`config.mk`:
```
export PLATFORM = sky130hd
export DESIGN_NAME = mem_port_arbiter
export DESIGN_NICKNAME = d
export VERILOG_FILES = /design/src/rtl/mem_port_arbiter_pkg.sv /design/src/rtl/mem_port_arbiter.sv
export SDC_FILE = /design/constraint.sdc
export NUM_CORES = 1
export LEC_CHECK = 0
export CORE_AREA = 2 2 106 108
export DETAILED_ROUTE_END_ITERATION = 6
export DIE_AREA = 0 0 108 110
export DONT_BUFFER_PORTS = 1
export SLEW_MARGIN = 20
export SYNTH_ARGS = -nofsm -noshare
export SYNTH_HDL_FRONTEND = slang
export SYNTH_SLANG_ARGS = --single-unit
```
`constraint.sdc`:
```
create_clock -name clk -period 1.6 [get_ports clk]
set_input_delay 0.16 -clock clk [delete_from_list [all_inputs] [get_ports clk]]
set_output_delay 0.16 -clock clk [all_outputs]
set_load 0.05 [all_outputs]
```
`src/rtl/mem_port_arbiter_pkg.sv`:
```
// Shared encodings for the fetch/data memory port arbiter.
package mem_port_arbiter_pkg;

  typedef enum logic [1:0] {
    ST_IDLE = 2'd0,
    ST_WAIT = 2'd1,
    ST_RESP = 2'd2
  } arb_state_e;

  typedef enum logic {
    OWN_D  = 1'b0,
    OWN_IF = 1'b1
  } owner_e;

  localparam int MEM_LAT_DEF    = 2;
  localparam int STARVE_MAX_DEF = 3;

endpackage

```
`src/rtl/mem_port_arbiter.sv`:
```
// Arbitrates the IF fetch port and MEM data port onto one fixed-latency SRAM port.
// state   | meaning
// IDLE    | no access in flight; grant a requester and issue to memory this cycle
// WAIT    | access in flight; count down to the read-data cycle and capture it
// RESP    | ack the owner for one cycle; nothing issued
module mem_port_arbiter
  import mem_port_arbiter_pkg::*;
#(
  parameter int MEM_LAT    = MEM_LAT_DEF,
  parameter int STARVE_MAX = STARVE_MAX_DEF
) (
  input  logic        clk,
  input  logic        rst,
  input  logic        if_req,
  input  logic [31:0] if_addr,
  output logic        if_ack,
  output logic [31:0] if_rdata,
  output logic        if_stall,
  input  logic        d_req,
  input  logic [31:0] d_addr,
  input  logic [31:0] d_wdata,
  input  logic [3:0]  d_wmask,
  input  logic        d_wen,
  output logic        d_ack,
  output logic [31:0] d_rdata,
  output logic        d_stall,
  output logic        mem_req,
  output logic [31:0] mem_addr,
  output logic [31:0] mem_wdata,
  output logic [3:0]  mem_wmask,
  output logic        mem_wen,
  input  logic [31:0] mem_rdata
);

  localparam int LW = $clog2(MEM_LAT + 1);
  localparam int SW = $clog2(STARVE_MAX + 1);
  localparam logic [LW-1:0] LAT_INIT   = LW'(MEM_LAT - 1);
  localparam logic [SW-1:0] STARVE_TOP = SW'(STARVE_MAX);

  arb_state_e    state, state_n;
  owner_e        owner, owner_n;
  logic [LW-1:0] lat_cnt, lat_n;
  logic [SW-1:0] starve_cnt, starve_n;
  logic          grant_if;
  logic          capture;

  always_ff @(posedge clk) begin
    if (rst) begin
      state      <= ST_IDLE;
      owner      <= OWN_D;
      lat_cnt    <= '0;
      starve_cnt <= '0;
      if_rdata   <= '0;
      d_rdata    <= '0;
    end else begin
      state      <= state_n;
      owner      <= owner_n;
      lat_cnt    <= lat_n;
      starve_cnt <= starve_n;
      if (capture && owner == OWN_IF) if_rdata <= mem_rdata;
      if (capture && owner == OWN_D)  d_rdata  <= mem_rdata;
    end
  end

  // Issue is combinational in IDLE so the grant cycle is the request cycle;
  // gated by rst so nothing reaches memory while reset is held.
  always_comb begin
    state_n   = state;
    owner_n   = owner;
    lat_n     = lat_cnt;
    starve_n  = starve_cnt;
    grant_if  = 1'b0;
    capture   = 1'b0;
    mem_req   = 1'b0;
    mem_addr  = '0;
    mem_wdata = '0;
    mem_wmask = '0;
    mem_wen   = 1'b0;
    case (state)
      ST_IDLE: begin
        if (!if_req) starve_n = '0;
        if (!rst && (if_req || d_req)) begin
          grant_if = if_req && (!d_req || starve_cnt == STARVE_TOP);
          mem_req  = 1'b1;
          lat_n    = LAT_INIT;
          state_n  = ST_WAIT;
          if (grant_if) begin
            mem_addr = if_addr;
            owner_n  = OWN_IF;
            starve_n = '0;
          end else begin
            mem_addr  = d_addr;
            mem_wdata = d_wdata;
            mem_wen   = d_wen;
            mem_wmask = d_wen ? d_wmask : 4'b0000;
            owner_n   = OWN_D;
            if (if_req && starve_cnt != STARVE_TOP) starve_n = starve_cnt + 1'b1;
          end
        end
      end
      ST_WAIT: begin
        if (lat_cnt == '0) begin
          capture = 1'b1;
          state_n = ST_RESP;
        end else begin
          lat_n = lat_cnt - 1'b1;
        end
      end
      ST_RESP: state_n = ST_IDLE;
      default: state_n = ST_IDLE;
    endcase
  end

  assign if_ack   = (state == ST_RESP) && (owner == OWN_IF);
  assign d_ack    = (state == ST_RESP) && (owner == OWN_D);
  assign if_stall = if_req & ~if_ack;
  assign d_stall  = d_req & ~d_ack;

  // Requesters own their request until acked.
  a_if_hold: assert property (@(posedge clk) disable iff (rst)
    (if_req && !if_ack) |=> (if_req && $stable(if_addr)));
  a_d_hold: assert property (@(posedge clk) disable iff (rst)
    (d_req && !d_ack) |=> (d_req && $stable(d_addr) && $stable(d_wdata)
                           && $stable(d_wmask) && $stable(d_wen)));

endmodule

```
==> results.json, run 1 <==
{
  "layout_commonest_cell": "nand2_1",
  "fin_util_pct": 62.39,
  "first_iter_violations": 183,
  "rsz0062_at_grt": "yes",
  "min_path_type": "primary input to register",
  "placementRows": 38,
  "skew_ns": 0.006488,
  "worstPathMaxFanout": 10,
  "min_period_ns": 2.000,
  "worst_setup_path_end_kind": "primary output",
  "layout.cells.non_filler": 736,
  "clkSinkCount": 71,
  "required_ns": 1.44,
  "fin_nets": 730,
  "outcome": "finished, violations left",
  "clk_pin_slew_worst_paths_ns": 0.08,
  "portBuffers": 0,
  "route.detailed.drc": 0,
  "drive_above_1_share_pct": 45.81,
  "cts_tree": "yes",
  "synth_ff_type": "dfxtp_1",
  "final_cell_mix": "nand2_1, buf_12, a21oi_1, dfxtp_1, buf_4",
  "placed_cells": 709,
  "start_util_pct": 32.65,
  "ant_nets": 0,
  "avgSynthCellArea_sq_um": 7.263,
  "synthToLayoutAreaGrowth_pct": 91.05,
  "clockRootBuffer": "clkbuf_8",
  "netlist_instances": 481,
  "die_area_sq_um": 11880,
  "core_sq_um": 10700,
  "slew_headroom_pct": 63.76,
  "vias": 3887,
  "routed_wl_mm": 14.89,
  "cts_max_path_buffers": 2,
  "timing.final.ws_setup_ns": -0.3999,
  "critPathKind": "register to primary output",
  "cts_made_buffers": 9,
  "vias_per_cell": 5.281,
  "seq_area_frac_synth_pct": 40.69,
  "cap_violations": 0,
  "period_share_pct": 125.0,
  "syn-num-nets": 620,
  "dp_hpwl_mm": 9.890,
  "grt_pass1_vias": 3884,
  "worstSkewPairLatency_ns": 0.33,
  "fmax_mhz": 500.0,
  "grt_overflow": 0,
  "synth_edf_count": 0,
  "num_antenna_cells": 0,
  "peakVddDrop_v": 0.0006169,
  "dr.pass1.iters": 4,
  "die_w_um": 108,
  "power.density_nw_per_um2": 878.7,
  "track_usage_pct": 23.36,
  "violations": "negative hold slack, negative setup slack",
  "hold_slack_ns": -0.1151,
  "htree_levels": 3,
  "power_leakage_nw": 2.423,
  "cp.arrival_ns": 1.84,
  "yosysWarnings": 0,
  "crit_path_start_kind": "register",
  "grt_max_degree": 74,
  "hold_viol_final": 68,
  "maxSlewViolCount": 0,
  "cts_hold_buf": 1,
  "io_pins": 275,
  "setup_viol": 69,
  "worst_slew_pin_slew_ns": 0.5429,
  "async_flop_share_pct": 0,
  "syn_area_sq_um": 3493,
  "die_y_um": 110,
  "gp_congestion": 0.8030,
  "grt_pass1_wl_mm": 21.20,
  "wl_per_cell_um": 20.23,
  "antenna_found_initial": 0,
  "yosys_register_bits": 71,
  "post_synth_num_cell_types": 35
}
metal layers:
layer	vias to the layer above	wire, um	track usage, %	part of all wire, %
met5	-	0	0	0
met4	0	374	7.601	2.5
met3	34	1336	8.054	9.0
met2	196	7755	42.23	52
met1	1822	5425	25.69	36
li1	1835	-	-	-
critical path: stages, from the launching register on:
cell	delay, ns
dfxtp_2	0.34
ha_4	0.16
and2b_4	0.30
buf_12	0.14
buf_12	0.13
o21ai_2	0.08
a21oi_4	0.19
buf_12	0.15
Yosys cell counts, drive strengths merged, types with 2 or more instances:
cell | instances | share of area (%)
nand4b | 2 | 0.50
nor2 | 2 | 0.21
clkbuf | 15 | 1.6
a31oi | 2 | 0.36
ha | 2 | 0.72
a21oi | 99 | 14
and2 | 33 | 5.9
inv | 6 | 0.64
nor3 | 3 | 0.90
o21ai | 33 | 4.7
and3 | 5 | 0.90
buf | 30 | 6.2
dfxtp | 71 | 41
nand2 | 131 | 14
nand3 | 33 | 4.7
through the flow:
| stage | instance area (sq um) | setup TNS, ns | setup WS (ns) | hold slack, ns | power [W] |
|---|---|---|---|---|---|
| 2_1_floorplan | 3850 | -1.389 | -0.1506 | 0.2960 | 0.003265 |
| 3_3_place_gp | 5728 | 0 | 0.007093 | 0.2353 | 0.003899 |
| 3_5_place_dp | 5728 | -0.7041 | -0.05567 | 0.2368 | 0.003936 |
| 4_1_cts | 6616 | -23.82 | -0.4043 | -0.1368 | 0.005902 |
| 5_1_grt | 6674 | -26.34 | -0.4587 | -0.1404 | 0.006086 |
| 6_report | 6674 | -22.03 | -0.3999 | -0.1151 | 0.005864 |
sequential cells by signal (all words and copies together), names as in the netlist:
name / count
d_rdata: 32
if_rdata: 32
lat_cnt: 2
owner: 1
starve_cnt: 2
state: 2
final timing paths:
| check | cells past startpoint | endpoint | slack, ns | start |
|---|---|---|---|---|
| worst max-delay path | 7 | mem_addr[17] | -0.40 | starve_cnt[1]$_SDFFE_PP0P_ |
| worst min register to register | 2 | if_rdata[5]$_SDFFE_PP0P_ | 0.45 | if_rdata[5]$_SDFFE_PP0P_ |
| worst max register to register | 7 | starve_cnt[1]$_SDFFE_PP0P_ | 0.05 | starve_cnt[1]$_SDFFE_PP0P_ |
| worst min-delay path | 1 | d_rdata[14]$_SDFFE_PP0P_ | -0.12 | rst |
where the power goes:
part	leakage, nW	internal, W	switching [W]
registers	0.578	0.00187	0.000264
logic	1.73	0.000912	0.00113
clock network	0.114	0.00104	0.000649
what timing repair did:
| action | CTS | global route |
|---|---|---|
| pin swaps | 24 | 46 |
| endpoints found under the setup margin | 71 | 74 |
| endpoints found under the hold margin | 70 | 68 |
| setup buffers | 14 | 0 |
| gates resized for setup | 116 | 22 |
| cloned | 10 | 3 |
area by class of cell:
cell class              count  area [sq um]
inverters                   6         27.53
multi-input cells         359          2465
fillers                   847          4024
clock inverters             5         106.4
flip-flops and latches     71          1426
clock buffers              11         131.4
well taps                 140         175.2
repair buffers            144          2342
cells by family after synthesis:
| family | after synthesis | synth area share (%) |
|---|---|---|
| AO/OA/AOI/OAI | 137 | 19.99 |
| adder cells (fa/ha/maj) | 2 | 0.7162 |
| buffers and inverters | 51 | 8.488 |
| flip-flops | 71 | 40.69 |
| AND/OR/NAND/NOR | 220 | 30.12 |
No activity file was read; power rests on OpenSTA's default activity.
==> inputs of run 2 (changes only) <==
--- a/config.mk
+++ b/config.mk
@@ -9,6 +9,8 @@
 export DETAILED_ROUTE_END_ITERATION = 6
 export DIE_AREA = 0 0 108 110
 export DONT_BUFFER_PORTS = 1
+export PLACE_DENSITY = 0.52
+export REMOVE_ABC_BUFFERS = 1
 export SLEW_MARGIN = 20
 export SYNTH_ARGS = -nofsm -noshare
 export SYNTH_HDL_FRONTEND = slang
==> run 2 against run 1 <==
Compared with the run above: final area is 14% lower; combinational power is 16% lower; the run ends with negative setup slack left; die area stayed put; maximum frequency is 4.5% higher; register-to-register slack better by 0.09 ns; sequential power hardly changed; setup slack better by 0.085 ns; critical endpoint is now mem_wmask[0]; non-clock buffer count is 14 higher; worst hold slack better by 0.15 ns.
==> results.json, run 2 (synthesis gave the netlist of run 1 again) <==
{
  "crit_top_cell": "and3_4",
  "layout_commonest_cell": "nand2_1",
  "dp_worst_setup_slack_ns": -0.01224,
  "wl_per_cell_um": 18.31,
  "gp_congestion": 0.8277,
  "cts_tree": "yes",
  "drive_above_1_share_pct": 32.07,
  "vias": 3965,
  "clk_pin_slew_worst_paths_ns": 0.07,
  "route.detailed.drc": 0,
  "worst_slew_pin_slew_ns": 0.5358,
  "dr.pass1.iters": 5,
  "reg2reg_depth": 4,
  "switching_share_pct": 37.55,
  "seq_power_share_pct": 41.7,
  "portBuffers": 0,
  "fin_area_sq_um": 5748,
  "die_y_um": 110,
  "cts_made_buffers": 9,
  "p_comb_share_pct": 33.4,
  "final_cell_mix": "nand2_1, a21oi_1, dfxtp_1",
  "grt_pass1_wl_mm": 19.63,
  "timing.final.ws_setup_ns": -0.3146,
  "grt_max_degree": 70,
  "p_total_w": 0.005124,
  "crit_path_start_kind": "register",
  "min_path_type": "primary input to register",
  "clkPwrFrac_pct": 24.9,
  "min_period_ns": 1.915,
  "p_int_w": 0.003200,
  "fin_nets": 744,
  "clockRootBuffer": "clkbuf_8",
  "worst_setup_path_end_kind": "primary output",
  "maxSlewViolCount": 0,
  "start_util_pct": 32.65,
  "cts_max_path_buffers": 2,
  "nFillCells": 974,
  "synthToLayoutAreaGrowth_pct": 64.54,
  "placed_area_sq_um": 4758,
  "core_sq_um": 10700,
  "power_leakage_nw": 2.231,
  "die_w_um": 108,
  "io_pins": 275,
  "reg.largest.list": "d_rdata: 32 flops, if_rdata: 32 flops",
  "cp.arrival_ns": 1.75,
  "routed_wl_mm": 13.73,
  "vias_per_cell": 5.287,
  "min_from": "rst",
  "path_cells": "ha_4 -> nand2_1 -> and3_4 -> buf_6 -> buf_8 -> and3_4 -> buf_12",
  "r2r-end": "state[1]$_SDFFE_PP0P_",
  "slowest_stage": "dfxtp_2",
  "outcome": "finished, violations left",
  "cap_violations": 0,
  "grt_overflow": 0,
  "htree_levels": 3,
  "switchingPower_w": 0.001924,
  "track_usage_pct": 21.39,
  "reg2reg_slack_ns": 0.14,
  "clkSinkCount": 71,
  "holdPathStages": 2,
  "critPathKind": "register to primary output",
  "required_ns": 1.44,
  "slew_headroom_pct": 64.23,
  "die_area_sq_um": 11880,
  "peakVddDrop_v": 0.0004828,
  "rsz0062_at_grt": "yes",
  "setup_viol": 69,
  "ant_nets": 0,
  "period_share_pct": 119.7,
  "first_iter_violations": 336,
  "worstSkewPairLatency_ns": 0.34,
  "dp_hpwl_mm": 9.419,
  "grt_pass1_vias": 3622,
  "timing.rr.start": "lat_cnt[1]$_SDFFE_PP0P_",
  "placementRows": 38,
  "hold_viol_final": 0,
  "violations": "negative setup slack",
  "antenna_found_initial": 2,
  "whs_endpoint": "lat_cnt[1]$_SDFFE_PP0P_",
  "power.density_nw_per_um2": 891.5,
  "worstPathMaxFanout": 8,
  "fmax_mhz": 522.3,
  "skew_ns": 0.004106,
  "cpPeakStageDelay_ns": 0.34
}
run 2: critical path: cells and delay by family (launching register included):
kind	cells	cell delay (ns)
adders and majority gates	1	0.16
buffers and inverters	3	0.35
DFF	1	0.34
and+or+nand+nor	3	0.54
run 2: worst max-delay path by stage:
stage,from,end,slack [ns],depth (start not counted)
3_3_place_gp,starve_cnt[0]$_SDFFE_PP0P_,mem_addr[30],0.05,6
4_1_cts,starve_cnt[0]$_SDFFE_PP0P_,mem_addr[0],-0.34,6
3_5_place_dp,starve_cnt[0]$_SDFFE_PP0P_,mem_addr[3],-0.01,6
2_1_floorplan,state[1]$_SDFFE_PP0P_,d_stall,-0.84,2
6_report,starve_cnt[0]$_SDFFE_PP0P_,mem_wmask[0],-0.31,7
5_1_grt,starve_cnt[0]$_SDFFE_PP0P_,mem_addr[2],-0.40,6
run 2: timing repair:
action | CTS | global route
setup buffers | 7 | 7
endpoints found under the setup margin | 72 | 71
hold endpoints to repair | 70 | 0
cloned | 4 | 4
resized for setup | 59 | 25
hold buffers | 35 | 0
pin swaps | 42 | 10
run 2: routing by layer:
layer,global-route usage [%],routed length [um]
met2,37.51,7013
met4,10.07,413
met3,6.290,1317
met1,23.88,4989
met5,0,0
run 2: layout make-up:
class / instances / area [sq um] / share of cell area (%)
Timing Repair Buffer: 158 / 2009 / 34.96
Multi-Input combinational cell: 359 / 1938 / 33.72
Sequential cell: 71 / 1426 / 24.82
Tap cell: 140 / 175.2 / 3.047
Clock buffer: 11 / 151.4 / 2.634
Inverter: 6 / 22.52 / 0.3918
Clock inverter: 3 / 20.02 / 0.3483
Antenna cell: 2 / 5.005 / 0.08707
run 2: power groups by stage:
stage / logic [W] / clock network [W] / registers (W)
floorplan: 0.000748 / 0 / 0.00226
global placement: 0.00141 / 0 / 0.00217
detailed placement: 0.00143 / 0 / 0.00217
CTS: 0.00168 / 0.00133 / 0.00213
global route: 0.00181 / 0.00139 / 0.00215
finish: 0.00171 / 0.00127 / 0.00214
run 2: stage by stage:
| stage | std cells | hold WS, ns | setup TNS (ns) | utilization (%) |
|---|---|---|---|---|
| floorplan | 436 | 0.2291 | -35.37 | - |
| global placement | 682 | 0.2348 | 0 | 44.48 |
| detailed placement | 682 | 0.2377 | -0.03500 | 44.48 |
| CTS | 742 | 0.01143 | -19.72 | 52.62 |
| global route | 750 | 0.03496 | -23.42 | 53.73 |
| finish | 750 | 0.03462 | -18.86 | 53.73 |
==> inputs of run 3 (changes only) <==
--- a/config.mk
+++ b/config.mk
@@ -15,3 +15,4 @@
 export SYNTH_ARGS = -nofsm -noshare
 export SYNTH_HDL_FRONTEND = slang
 export SYNTH_SLANG_ARGS = --single-unit
+export TNS_END_PERCENT = 50
==> run 3 against run 2 <==
Compared with the run above: the run still ends with negative setup slack left; die area is the same; count of clock-buffer cells in the layout is the same; sequential share of layout area grew 0.20 points; non-clock buffer count shrank 4; maximum frequency shrank 0.72%; register-to-register slack is essentially flat; combinational power is essentially flat; first-iteration DRC count grew 6.0%.
==> results.json, run 3 (synthesis gave the netlist of run 1 again) <==
{
  "outcome": "finished, violations left",
  "violations": "negative setup slack",
  "cp.arrival_ns": 1.77,
  "grt_pass1_wl_mm": 19.54,
  "route.detailed.drc": 0,
  "start_util_pct": 32.65,
  "cts_max_path_buffers": 2,
  "fin_nets": 740,
  "hold_viol_final": 0,
  "ant_nets": 0,
  "skew_ns": 0.003685,
  "maxSlewViolCount": 0,
  "vias_per_cell": 5.307,
  "nFillCells": 980,
  "setup_viol": 69,
  "track_usage_pct": 21.30,
  "period_share_pct": 120.5,
  "fmax_mhz": 518.6,
  "cap_violations": 0,
  "core_sq_um": 10700,
  "cts_tree": "yes",
  "peakVddDrop_v": 0.0004842,
  "grt_max_degree": 70,
  "io_pins": 275,
  "portBuffers": 0,
  "layout.cells.non_filler": 746,
  "clockRootBuffer": "clkbuf_8",
  "grt_pass1_vias": 3619,
  "rsz0062_at_grt": "yes",
  "gp_congestion": 0.8277,
  "worstSkewPairLatency_ns": 0.34,
  "clk_pin_slew_worst_paths_ns": 0.07,
  "min_path_type": "primary input to register",
  "wl_per_cell_um": 18.21,
  "htree_levels": 3,
  "min_period_ns": 1.928,
  "vias": 3959,
  "first_iter_violations": 356,
  "antenna_found_initial": 2,
  "drive_above_1_share_pct": 31.62,
  "dp_hpwl_mm": 9.419,
  "cts_made_buffers": 9,
  "power_leakage_nw": 2.207,
  "required_ns": 1.44,
  "grt_overflow": 0,
  "reg.largest.list": "d_rdata: 32 flops, if_rdata: 32 flops",
  "layout_commonest_cell": "nand2_1",
  "critPathKind": "register to primary output",
  "die_w_um": 108,
  "slew_headroom_pct": 64.19,
  "routed_wl_mm": 13.59,
  "fin_util_pct": 53.30,
  "crit_path_start_kind": "register",
  "placementRows": 38,
  "die_y_um": 110,
  "worstPathMaxFanout": 6,
  "die_area_sq_um": 11880,
  "final_cell_mix": "nand2_1, a21oi_1, dfxtp_1",
  "synthToLayoutAreaGrowth_pct": 63.22,
  "dr.pass1.iters": 5,
  "timing.final.ws_setup_ns": -0.3285,
  "worst_setup_path_end_kind": "primary output",
  "clkSinkCount": 71,
  "power.density_nw_per_um2": 896.4,
  "placed_cells": 682,
  "worst_slew_pin_slew_ns": 0.5364
}
[run 3: changes by cell type in the layout (fill, tap and decap cells not counted), sizes merged]
cell    previous run  this run
clkbuf            16        14
buf              119       117
[run 3: final cells by class]
class                   instances  area, sq um  share of cell area, %
well taps                     140        175.2                  3.072
clock buffers                  11        151.4                  2.655
flip-flops and latches         71         1426                  25.02
inverters                       6        22.52                 0.3950
clock inverters                 3        20.02                 0.3511
repair buffers                154         1963                  34.43
diodes                          2        5.005                0.08778
multi-input cells             359         1938                  33.99
[run 3: final timing paths]
kind / start / to / slack [ns] / depth (start not counted)
setup / recovery: starve_cnt[0]$_SDFFE_PP0P_ / mem_wmask[0] / -0.33 / 7
hold reg to reg: d_rdata[16]$_SDFFE_PP0P_ / d_rdata[16]$_SDFFE_PP0P_ / 0.46 / 2
setup reg to reg: lat_cnt[1]$_SDFFE_PP0P_ / state[1]$_SDFFE_PP0P_ / 0.13 / 4
hold / removal: rst / lat_cnt[1]$_SDFFE_PP0P_ / 0.04 / 2
[run 3: where the power goes]
group | switching, W | total, W | internal, W | leakage (nW)
registers | 0.000264 | 0.00214 | 0.00187 | 0.578
logic | 0.00101 | 0.00170 | 0.000691 | 1.55
clock network | 0.000648 | 0.00128 | 0.000627 | 0.0833
[run 3: repair_timing]
item,in CTS,in global routing
gates resized for setup,57,18
pin swaps,22,20
setup buffers,6,3
setup endpoints to repair,72,71
hold buffers,35,0
endpoints found under the hold margin,70,0
cloned,4,2
[run 3: layer usage]
layer | vias to the layer above | routed length, um | part of all wire (%) | track usage, %
met3 | 31 | 1269 | 9.3 | 6.349
met4 | 0 | 393 | 2.9 | 10.07
met1 | 1843 | 4971 | 37 | 23.74
met2 | 242 | 6951 | 51 | 37.33
li1 | 1843 | - | - | -
met5 | - | 0 | 0 | 0
[run 3: worst max-delay path, cell delays in order, from the launching register on]
cell and delay [ns]:
dfxtp_2 0.34, ha_4 0.16, nand2_1 0.06, and3_4 0.28, buf_4 0.14, buf_8 0.10, and3_4 0.19, buf_12 0.13
[run 3: metrics by stage]
stage                     instance area [sq um]  hold slack (ns)  total power (W)  TNS [ns]  setup slack [ns]
after floorplan                            3219           0.2291         0.003013    -35.37           -0.8416
after global placement                     4758           0.2348         0.003571         0           0.04865
after detailed placement                   4758           0.2377         0.003599  -0.03500          -0.01224
after CTS                                  5602          0.01143         0.005127    -19.65           -0.3403
after global routing                       5702          0.03496         0.005327    -23.29           -0.4036
final                                      5702          0.03654         0.005111    -18.81           -0.3285
